## src/rtl/alu_reservation_station_if.sv

```systemverilog
// Issue, CDB snoop and ALU dispatch signals of the ALU reservation station.
// master = issue/CDB side that drives the station, slave = the station itself.
interface alu_reservation_station_if #(
    parameter int ROB_W = 4
);
    logic             issue_sgn;
    logic [5:0]       issue_opcode;
    logic [31:0]      issue_vj;
    logic [ROB_W-1:0] issue_qj;
    logic             issue_qj_busy;
    logic [31:0]      issue_vk;
    logic [ROB_W-1:0] issue_qk;
    logic             issue_qk_busy;
    logic [31:0]      issue_imm;
    logic [31:0]      issue_pc;
    logic [ROB_W-1:0] issue_rob;
    logic             rs_full;

    logic             alu_cdb_sgn;
    logic [ROB_W-1:0] alu_cdb_rob;
    logic [31:0]      alu_cdb_result;
    logic             lsb_cdb_sgn;
    logic [ROB_W-1:0] lsb_cdb_rob;
    logic [31:0]      lsb_cdb_result;

    logic             alu_sgn;
    logic [5:0]       alu_opcode;
    logic [31:0]      alu_lhs;
    logic [31:0]      alu_rhs;
    logic [31:0]      alu_imm;
    logic [31:0]      alu_pc;
    logic [ROB_W-1:0] alu_rob;

    modport master (
        output issue_sgn, issue_opcode, issue_vj, issue_qj, issue_qj_busy,
               issue_vk, issue_qk, issue_qk_busy, issue_imm, issue_pc, issue_rob,
               alu_cdb_sgn, alu_cdb_rob, alu_cdb_result,
               lsb_cdb_sgn, lsb_cdb_rob, lsb_cdb_result,
        input  rs_full, alu_sgn, alu_opcode, alu_lhs, alu_rhs, alu_imm, alu_pc, alu_rob
    );

    modport slave (
        input  issue_sgn, issue_opcode, issue_vj, issue_qj, issue_qj_busy,
               issue_vk, issue_qk, issue_qk_busy, issue_imm, issue_pc, issue_rob,
               alu_cdb_sgn, alu_cdb_rob, alu_cdb_result,
               lsb_cdb_sgn, lsb_cdb_rob, lsb_cdb_result,
        output rs_full, alu_sgn, alu_opcode, alu_lhs, alu_rhs, alu_imm, alu_pc, alu_rob
    );
endinterface

```

## src/rtl/alu_reservation_station.sv

```systemverilog
// Reservation station in front of the ALU: buffers issued ops, snoops both CDBs
// for missing operands and dispatches the lowest-index ready entry each cycle.
module alu_reservation_station #(
    parameter int RS_SIZE = 16,
    parameter int ROB_W   = 4
) (
    input  logic clk,
    input  logic rst,
    input  logic rdy,
    input  logic clear,
    alu_reservation_station_if.slave rs
);
    localparam int IDX_W = (RS_SIZE > 1) ? $clog2(RS_SIZE) : 1;

    logic [RS_SIZE-1:0] busy_vec;
    logic [RS_SIZE-1:0] ready_vec;
    logic [5:0]         opcode_arr [RS_SIZE];
    logic [31:0]        vj_arr     [RS_SIZE];
    logic [31:0]        vk_arr     [RS_SIZE];
    logic [31:0]        imm_arr    [RS_SIZE];
    logic [31:0]        pc_arr     [RS_SIZE];
    logic [ROB_W-1:0]   rob_arr    [RS_SIZE];

    logic [IDX_W-1:0] free_idx;
    logic [IDX_W-1:0] disp_idx;
    logic             has_disp;
    logic             rs_full_w;
    logic             issue_fire;

    logic             alu_sgn_reg;
    logic [5:0]       alu_opcode_reg;
    logic [31:0]      alu_lhs_reg;
    logic [31:0]      alu_rhs_reg;
    logic [31:0]      alu_imm_reg;
    logic [31:0]      alu_pc_reg;
    logic [ROB_W-1:0] alu_rob_reg;

    // Resolve one operand against both CDBs; the ALU CDB wins a tag collision.
    // Result is {still_busy, value}.
    function automatic logic [32:0] snoop(
        input logic             busy,
        input logic [ROB_W-1:0] tag,
        input logic [31:0]      val,
        input logic             a_sgn,
        input logic [ROB_W-1:0] a_rob,
        input logic [31:0]      a_res,
        input logic             l_sgn,
        input logic [ROB_W-1:0] l_rob,
        input logic [31:0]      l_res
    );
        logic [32:0] r;
        r = {busy, val};
        if (busy && a_sgn && (a_rob == tag)) begin
            r = {1'b0, a_res};
        end else if (busy && l_sgn && (l_rob == tag)) begin
            r = {1'b0, l_res};
        end
        return r;
    endfunction

    assign rs_full_w  = &busy_vec;
    assign issue_fire = rs.issue_sgn && !rs_full_w;
    assign has_disp   = |ready_vec;

    always_comb begin
        free_idx = '0;
        disp_idx = '0;
        for (int i = RS_SIZE - 1; i >= 0; i--) begin
            if (!busy_vec[i]) begin
                free_idx = IDX_W'(i);
            end
            if (ready_vec[i]) begin
                disp_idx = IDX_W'(i);
            end
        end
    end

    for (genvar gi = 0; gi < RS_SIZE; gi++) begin : g_entry
        logic             busy_reg;
        logic [5:0]       opcode_reg;
        logic [31:0]      vj_reg;
        logic [ROB_W-1:0] qj_reg;
        logic             qj_busy_reg;
        logic [31:0]      vk_reg;
        logic [ROB_W-1:0] qk_reg;
        logic             qk_busy_reg;
        logic [31:0]      imm_reg;
        logic [31:0]      pc_reg;
        logic [ROB_W-1:0] rob_reg;

        logic             issue_here;
        logic             disp_here;
        logic [32:0]      j_next;
        logic [32:0]      k_next;

        assign issue_here = issue_fire && (free_idx == IDX_W'(gi));
        assign disp_here  = has_disp && (disp_idx == IDX_W'(gi));

        // A freshly issued operand goes through the same snoop as a waiting one,
        // which gives issue-time forwarding for free.
        always_comb begin
            if (issue_here) begin
                j_next = snoop(rs.issue_qj_busy, rs.issue_qj, rs.issue_vj,
                               rs.alu_cdb_sgn, rs.alu_cdb_rob, rs.alu_cdb_result,
                               rs.lsb_cdb_sgn, rs.lsb_cdb_rob, rs.lsb_cdb_result);
                k_next = snoop(rs.issue_qk_busy, rs.issue_qk, rs.issue_vk,
                               rs.alu_cdb_sgn, rs.alu_cdb_rob, rs.alu_cdb_result,
                               rs.lsb_cdb_sgn, rs.lsb_cdb_rob, rs.lsb_cdb_result);
            end else begin
                j_next = snoop(qj_busy_reg, qj_reg, vj_reg,
                               rs.alu_cdb_sgn, rs.alu_cdb_rob, rs.alu_cdb_result,
                               rs.lsb_cdb_sgn, rs.lsb_cdb_rob, rs.lsb_cdb_result);
                k_next = snoop(qk_busy_reg, qk_reg, vk_reg,
                               rs.alu_cdb_sgn, rs.alu_cdb_rob, rs.alu_cdb_result,
                               rs.lsb_cdb_sgn, rs.lsb_cdb_rob, rs.lsb_cdb_result);
            end
        end

        always_ff @(posedge clk) begin
            if (rst) begin
                busy_reg    <= 1'b0;
                qj_busy_reg <= 1'b0;
                qk_busy_reg <= 1'b0;
            end else if (rdy) begin
                if (clear) begin
                    busy_reg <= 1'b0;
                end else begin
                    if (issue_here) begin
                        busy_reg   <= 1'b1;
                        opcode_reg <= rs.issue_opcode;
                        qj_reg     <= rs.issue_qj;
                        qk_reg     <= rs.issue_qk;
                        imm_reg    <= rs.issue_imm;
                        pc_reg     <= rs.issue_pc;
                        rob_reg    <= rs.issue_rob;
                    end else if (disp_here) begin
                        busy_reg <= 1'b0;
                    end
                    if (issue_here || busy_reg) begin
                        qj_busy_reg <= j_next[32];
                        vj_reg      <= j_next[31:0];
                        qk_busy_reg <= k_next[32];
                        vk_reg      <= k_next[31:0];
                    end
                end
            end
        end

        assign busy_vec[gi]   = busy_reg;
        assign ready_vec[gi]  = busy_reg && !qj_busy_reg && !qk_busy_reg;
        assign opcode_arr[gi] = opcode_reg;
        assign vj_arr[gi]     = vj_reg;
        assign vk_arr[gi]     = vk_reg;
        assign imm_arr[gi]    = imm_reg;
        assign pc_arr[gi]     = pc_reg;
        assign rob_arr[gi]    = rob_reg;
    end

    always_ff @(posedge clk) begin
        if (rst) begin
            alu_sgn_reg    <= 1'b0;
            alu_opcode_reg <= '0;
            alu_lhs_reg    <= '0;
            alu_rhs_reg    <= '0;
            alu_imm_reg    <= '0;
            alu_pc_reg     <= '0;
            alu_rob_reg    <= '0;
        end else if (rdy) begin
            if (clear) begin
                alu_sgn_reg    <= 1'b0;
                alu_opcode_reg <= '0;
                alu_lhs_reg    <= '0;
                alu_rhs_reg    <= '0;
                alu_imm_reg    <= '0;
                alu_pc_reg     <= '0;
                alu_rob_reg    <= '0;
            end else if (has_disp) begin
                alu_sgn_reg    <= 1'b1;
                alu_opcode_reg <= opcode_arr[disp_idx];
                alu_lhs_reg    <= vj_arr[disp_idx];
                alu_rhs_reg    <= vk_arr[disp_idx];
                alu_imm_reg    <= imm_arr[disp_idx];
                alu_pc_reg     <= pc_arr[disp_idx];
                alu_rob_reg    <= rob_arr[disp_idx];
            end else begin
                alu_sgn_reg <= 1'b0;
            end
        end
    end

    assign rs.rs_full    = rs_full_w;
    assign rs.alu_sgn    = alu_sgn_reg;
    assign rs.alu_opcode = alu_opcode_reg;
    assign rs.alu_lhs    = alu_lhs_reg;
    assign rs.alu_rhs    = alu_rhs_reg;
    assign rs.alu_imm    = alu_imm_reg;
    assign rs.alu_pc     = alu_pc_reg;
    assign rs.alu_rob    = alu_rob_reg;
endmodule

```

## src/flat_wrapper.sv

```systemverilog
// flat-port wrapper written by rule: the top's interface ports become plain ports
module alu_reservation_station_flat 
#(
    parameter int RS_SIZE = 16,
    parameter int ROB_W   = 4
)
  (clk, rst, rdy, clear, rs_issue_sgn, rs_issue_opcode, rs_issue_vj, rs_issue_qj, rs_issue_qj_busy, rs_issue_vk, rs_issue_qk, rs_issue_qk_busy, rs_issue_imm, rs_issue_pc, rs_issue_rob, rs_alu_cdb_sgn, rs_alu_cdb_rob, rs_alu_cdb_result, rs_lsb_cdb_sgn, rs_lsb_cdb_rob, rs_lsb_cdb_result, rs_rs_full, rs_alu_sgn, rs_alu_opcode, rs_alu_lhs, rs_alu_rhs, rs_alu_imm, rs_alu_pc, rs_alu_rob);
  alu_reservation_station_if #(.ROB_W(ROB_W)) rs_i ();
  input  logic clk;
  input  logic rst;
  input  logic rdy;
  input  logic clear;
  input wire logic [$bits(rs_i.issue_sgn)-1:0] rs_issue_sgn;
  input wire logic [$bits(rs_i.issue_opcode)-1:0] rs_issue_opcode;
  input wire logic [$bits(rs_i.issue_vj)-1:0] rs_issue_vj;
  input wire logic [$bits(rs_i.issue_qj)-1:0] rs_issue_qj;
  input wire logic [$bits(rs_i.issue_qj_busy)-1:0] rs_issue_qj_busy;
  input wire logic [$bits(rs_i.issue_vk)-1:0] rs_issue_vk;
  input wire logic [$bits(rs_i.issue_qk)-1:0] rs_issue_qk;
  input wire logic [$bits(rs_i.issue_qk_busy)-1:0] rs_issue_qk_busy;
  input wire logic [$bits(rs_i.issue_imm)-1:0] rs_issue_imm;
  input wire logic [$bits(rs_i.issue_pc)-1:0] rs_issue_pc;
  input wire logic [$bits(rs_i.issue_rob)-1:0] rs_issue_rob;
  input wire logic [$bits(rs_i.alu_cdb_sgn)-1:0] rs_alu_cdb_sgn;
  input wire logic [$bits(rs_i.alu_cdb_rob)-1:0] rs_alu_cdb_rob;
  input wire logic [$bits(rs_i.alu_cdb_result)-1:0] rs_alu_cdb_result;
  input wire logic [$bits(rs_i.lsb_cdb_sgn)-1:0] rs_lsb_cdb_sgn;
  input wire logic [$bits(rs_i.lsb_cdb_rob)-1:0] rs_lsb_cdb_rob;
  input wire logic [$bits(rs_i.lsb_cdb_result)-1:0] rs_lsb_cdb_result;
  output wire logic [$bits(rs_i.rs_full)-1:0] rs_rs_full;
  output wire logic [$bits(rs_i.alu_sgn)-1:0] rs_alu_sgn;
  output wire logic [$bits(rs_i.alu_opcode)-1:0] rs_alu_opcode;
  output wire logic [$bits(rs_i.alu_lhs)-1:0] rs_alu_lhs;
  output wire logic [$bits(rs_i.alu_rhs)-1:0] rs_alu_rhs;
  output wire logic [$bits(rs_i.alu_imm)-1:0] rs_alu_imm;
  output wire logic [$bits(rs_i.alu_pc)-1:0] rs_alu_pc;
  output wire logic [$bits(rs_i.alu_rob)-1:0] rs_alu_rob;
  assign rs_i.issue_sgn = rs_issue_sgn;
  assign rs_i.issue_opcode = rs_issue_opcode;
  assign rs_i.issue_vj = rs_issue_vj;
  assign rs_i.issue_qj = rs_issue_qj;
  assign rs_i.issue_qj_busy = rs_issue_qj_busy;
  assign rs_i.issue_vk = rs_issue_vk;
  assign rs_i.issue_qk = rs_issue_qk;
  assign rs_i.issue_qk_busy = rs_issue_qk_busy;
  assign rs_i.issue_imm = rs_issue_imm;
  assign rs_i.issue_pc = rs_issue_pc;
  assign rs_i.issue_rob = rs_issue_rob;
  assign rs_i.alu_cdb_sgn = rs_alu_cdb_sgn;
  assign rs_i.alu_cdb_rob = rs_alu_cdb_rob;
  assign rs_i.alu_cdb_result = rs_alu_cdb_result;
  assign rs_i.lsb_cdb_sgn = rs_lsb_cdb_sgn;
  assign rs_i.lsb_cdb_rob = rs_lsb_cdb_rob;
  assign rs_i.lsb_cdb_result = rs_lsb_cdb_result;
  assign rs_rs_full = rs_i.rs_full;
  assign rs_alu_sgn = rs_i.alu_sgn;
  assign rs_alu_opcode = rs_i.alu_opcode;
  assign rs_alu_lhs = rs_i.alu_lhs;
  assign rs_alu_rhs = rs_i.alu_rhs;
  assign rs_alu_imm = rs_i.alu_imm;
  assign rs_alu_pc = rs_i.alu_pc;
  assign rs_alu_rob = rs_i.alu_rob;
  alu_reservation_station #(.RS_SIZE(RS_SIZE), .ROB_W(ROB_W)) u_core (.clk(clk), .rst(rst), .rdy(rdy), .clear(clear), .rs(rs_i));
endmodule
```

## config.mk

```make
export PLATFORM = sky130hd
export DESIGN_NAME = alu_reservation_station_flat
export DESIGN_NICKNAME = d
export VERILOG_FILES = /design/src/rtl/alu_reservation_station_if.sv /design/src/rtl/alu_reservation_station.sv /design/src/flat_wrapper.sv
export SDC_FILE = /design/constraint.sdc
export NUM_CORES = 2
export LEC_CHECK = 0
export CORE_MARGIN = 1
export CORE_UTILIZATION = 45
export CTS_CLUSTER_SIZE = 30
export DETAILED_ROUTE_END_ITERATION = 12
export GPL_ROUTABILITY_DRIVEN = 1
export PLACE_DENSITY = 0.63
export SLEW_MARGIN = 20
export SYNTH_ARGS = -nofsm -noshare
export SYNTH_HDL_FRONTEND = slang
export SYNTH_SLANG_ARGS = --single-unit
```

## constraint.sdc

```tcl
create_clock -name clk -period 9 [get_ports clk]
set_input_delay 1.8 -clock clk [delete_from_list [all_inputs] [get_ports clk]]
set_output_delay 1.8 -clock clk [all_outputs]
set_load 0.005 [all_outputs]
```

==> impl_metrics.tcl <==
set metrics [dict create \
    outcome "finished clean" \
    rsz0062_at_grt "no" \
    ys_top_cells_by_area "edfxtp_1 57%, mux2i_1 8.1%, mux2_2 3.4%" \
    regArea_um2 73900 \
    grt_use_total_pct 35.7 \
    synthFlopType "edfxtp_1" \
    hold_violations 0 \
    tritoncts "built" \
    power_density_nw_per_um2 185 \
    cp-end-kind "register" \
    syn_inst 10300 \
    wl_met2_mm 218 \
    routed_wl_mm 503 \
    grt_pass1_wl_mm 691 \
    initial_core_util_pct 45.2 \
    worstSetupStartpointType "register" \
    synth-seq-cells 2523 \
    yosysTopAreaCell "edfxtp_1" \
    dp_slack_ps 2610 \
    clock-root-buffer "clkbuf_16" \
    grt_overflow 0 \
    fmax_mhz 172 \
    cts_htree_levels 5 \
    yosys_warnings 0 \
    p_leak_nw 50.1 \
    critPathRequiredTime_ps 9800 \
    clock_latency_ps 930 \
    wl_per_cell_um 36.0 \
    tns_ps 0 \
    rows 191 \
    netlist.area_leader.share_pct 57.4 \
    wl_met3_mm 66.8 \
    hpwl_mm 277 \
    min_from "u_core.rs.alu_opcode[1]" \
    async_reset_ff_share_pct 0 \
    gp_congestion 0.963 \
    coreArea_um2 271000 \
    via_per_inst 6.79 \
    ant_nets 0 \
    wl_met1_mm 181 \
    ir_drop_v 0.000171 \
    drc 0 \
    cts_num_sinks 2523 \
    cts_max_path_buffers 4 \
    setup_viol 0 \
    antenna_found_initial 49 \
    relSlewSlack_pct 11.7 \
    period_share_pct 64.7 \
    pin_count 367 \
    fin_ws_ps 3170 \
    path_class "reg -> reg" \
    syn_to_final_growth_pct 13.2 \
    routed.top_layer "met5" \
    postCtsSetupBuffers 0 \
    drv_cap 0 \
    worst_pin_slew_ps 1290 \
    hold_class "reg -> reg" \
    cp_max_fo 41 \
    grt_max_degree 159 \
    cts_buffers 285 \
    synth_edf_count 2336 \
    clk_pin_slew_worst_paths_ps 60 \
    syn_area_per_cell_um2 11.9 \
    finClkSkew_ps 84.8 \
    cts_resized 0 \
    hold_buffers 0 \
    drt_iter0_markers 15800 \
    ys_seq_area_share_pct 60.4 \
    die_area_um2 274000 \
    synth_most_common_cell "edfxtp_1" \
    r2r_start "u_core.g_entry[0].busy_reg" \
    fill_cells 23100 \
    die_x_um 523 \
    critPathLaunch "u_core.g_entry[0].busy_reg" \
    multi_input_comb_area_um2 44700 \
    synth_common_cells "2336 x edfxtp_1, 987 x mux2i_1, 920 x nand2_1" \
    grt_pass1_vias 89700 \
    die-height_um 523 \
    crit_arrival_ps 6620 \
    synth_nets 10500 \
    fin_nets 10400 \
    netlist_area_um2 122000 \
    drive_gt1_share_pct 11.9 \
    first_pass_iters 9 \
    vias 95000 \
    fin_crit_ps 5830 \
    portBuffers 366 \
    slew_viol_final 0 \
    yosys.cell_types.count 84 \
]
-- report_power, final --
part / internal [W] / switching (W)
combinational: 0.000417 / 0.000864
clock: 0.00657 / 0.00485
sequential: 0.0128 / 0.0000151
-- stage by stage --
| stage | cell area, um2 | hold WS, ps | util, % | cells | power (W) |
|---|---|---|---|---|---|
| after CTS | 138000 | 469 | 51.1 | 14000 | 0.0255 |
| after global placement | 129000 | 450 | 47.8 | 13400 | 0.0143 |
| after detailed placement | 129000 | 456 | 47.8 | 13400 | 0.0143 |
| final | 138000 | 466 | 51.1 | 14000 | 0.0255 |
| after global routing | 138000 | 485 | 51.1 | 14000 | 0.0260 |
| after floorplan | 122000 | 452 | - | 10300 | 0.0138 |
-- layer usage --
layer  vias to the layer above  track usage (%)
met5                         -                0
met3                      1846             10.1
li1                      38700                -
met2                      7572             53.5
met1                     46800             45.5
met4                        48             23.1
-- path summary, 6_finish.rpt --
| path | endpoint | slack, ps | cells after the start |
|---|---|---|---|
| setup / recovery | u_core.rs.alu_pc[2] | 3170 | 9 |
| hold reg to reg | u_core.rs.alu_opcode[1] | 470 | 1 |
| setup reg to reg | u_core.rs.alu_pc[2] | 3170 | 9 |
| hold / removal | u_core.rs.alu_opcode[1] | 470 | 1 |
-- logic make-up (layout without fill, tap and decap cells) --
logic type | count (synthesis) | in the layout | share of synthesized area [%]
compound gates | 2751 | 2751 | 14.6
flops | 2523 | 2523 | 60.4
simple gates | 2307 | 2307 | 8.19
mux | 1353 | 1353 | 11.5
buf+inv | 1131 | 1231 | 3.72
xor+xnor | 224 | 224 | 1.60
other cells | 0 | 30 | 0
-- critical path, cell delays in order, from the launching register on --
cell	delay, ps
dfxtp_1	710
nor3b_2	970
a21o_4	750
o21ai_4	250
buf_4	400
nand2_4	830
buf_4	760
a211oi_1	160
or4_1	460
o41ai_2	330
-- layout make-up --
type	instances	share of cell area [%]
clock buffers	420	5.77
inverters	38	0.103
repair buffers	676	4.50
clock inverters	97	0.673
flip-flops and latches	2523	53.4
multi-input cells	6635	32.3
well taps	3570	3.23
diodes	30	0.0543
-- cells in the final DEF (no fill, tap or decap), types with 18 or more instances in the layout --
cell type and instances:
diode_2 30, xnor2_1 58, inv_1 36, a32oi_1 42, nor2_1 760, nor4_1 43
nor3_1 54, dfxtp_1 187, a211oi_1 340, buf_4 288, clkbuf_16 293, nand3_1 107
o22ai_1 78, o41ai_1 20, mux2i_1 987, clkinv_2 31, a32o_1 129, a2111oi_0 47
a21o_1 69, nand4_1 40, a22oi_1 47, and3_1 236, xor2_1 166, o221ai_1 73
nand2_2 18, a31oi_1 208, edfxtp_1 2336, o21ai_0 511, o211ai_1 28, a221oi_1 18
nand2_1 896, buf_12 19, a21boi_0 187, mux2_2 366, clkdlybuf4s50_1 356, a21oi_1 809
nor2_4 48, clkbuf_1 110, clkinv_1 35
(Power assumes the default switching activity.)
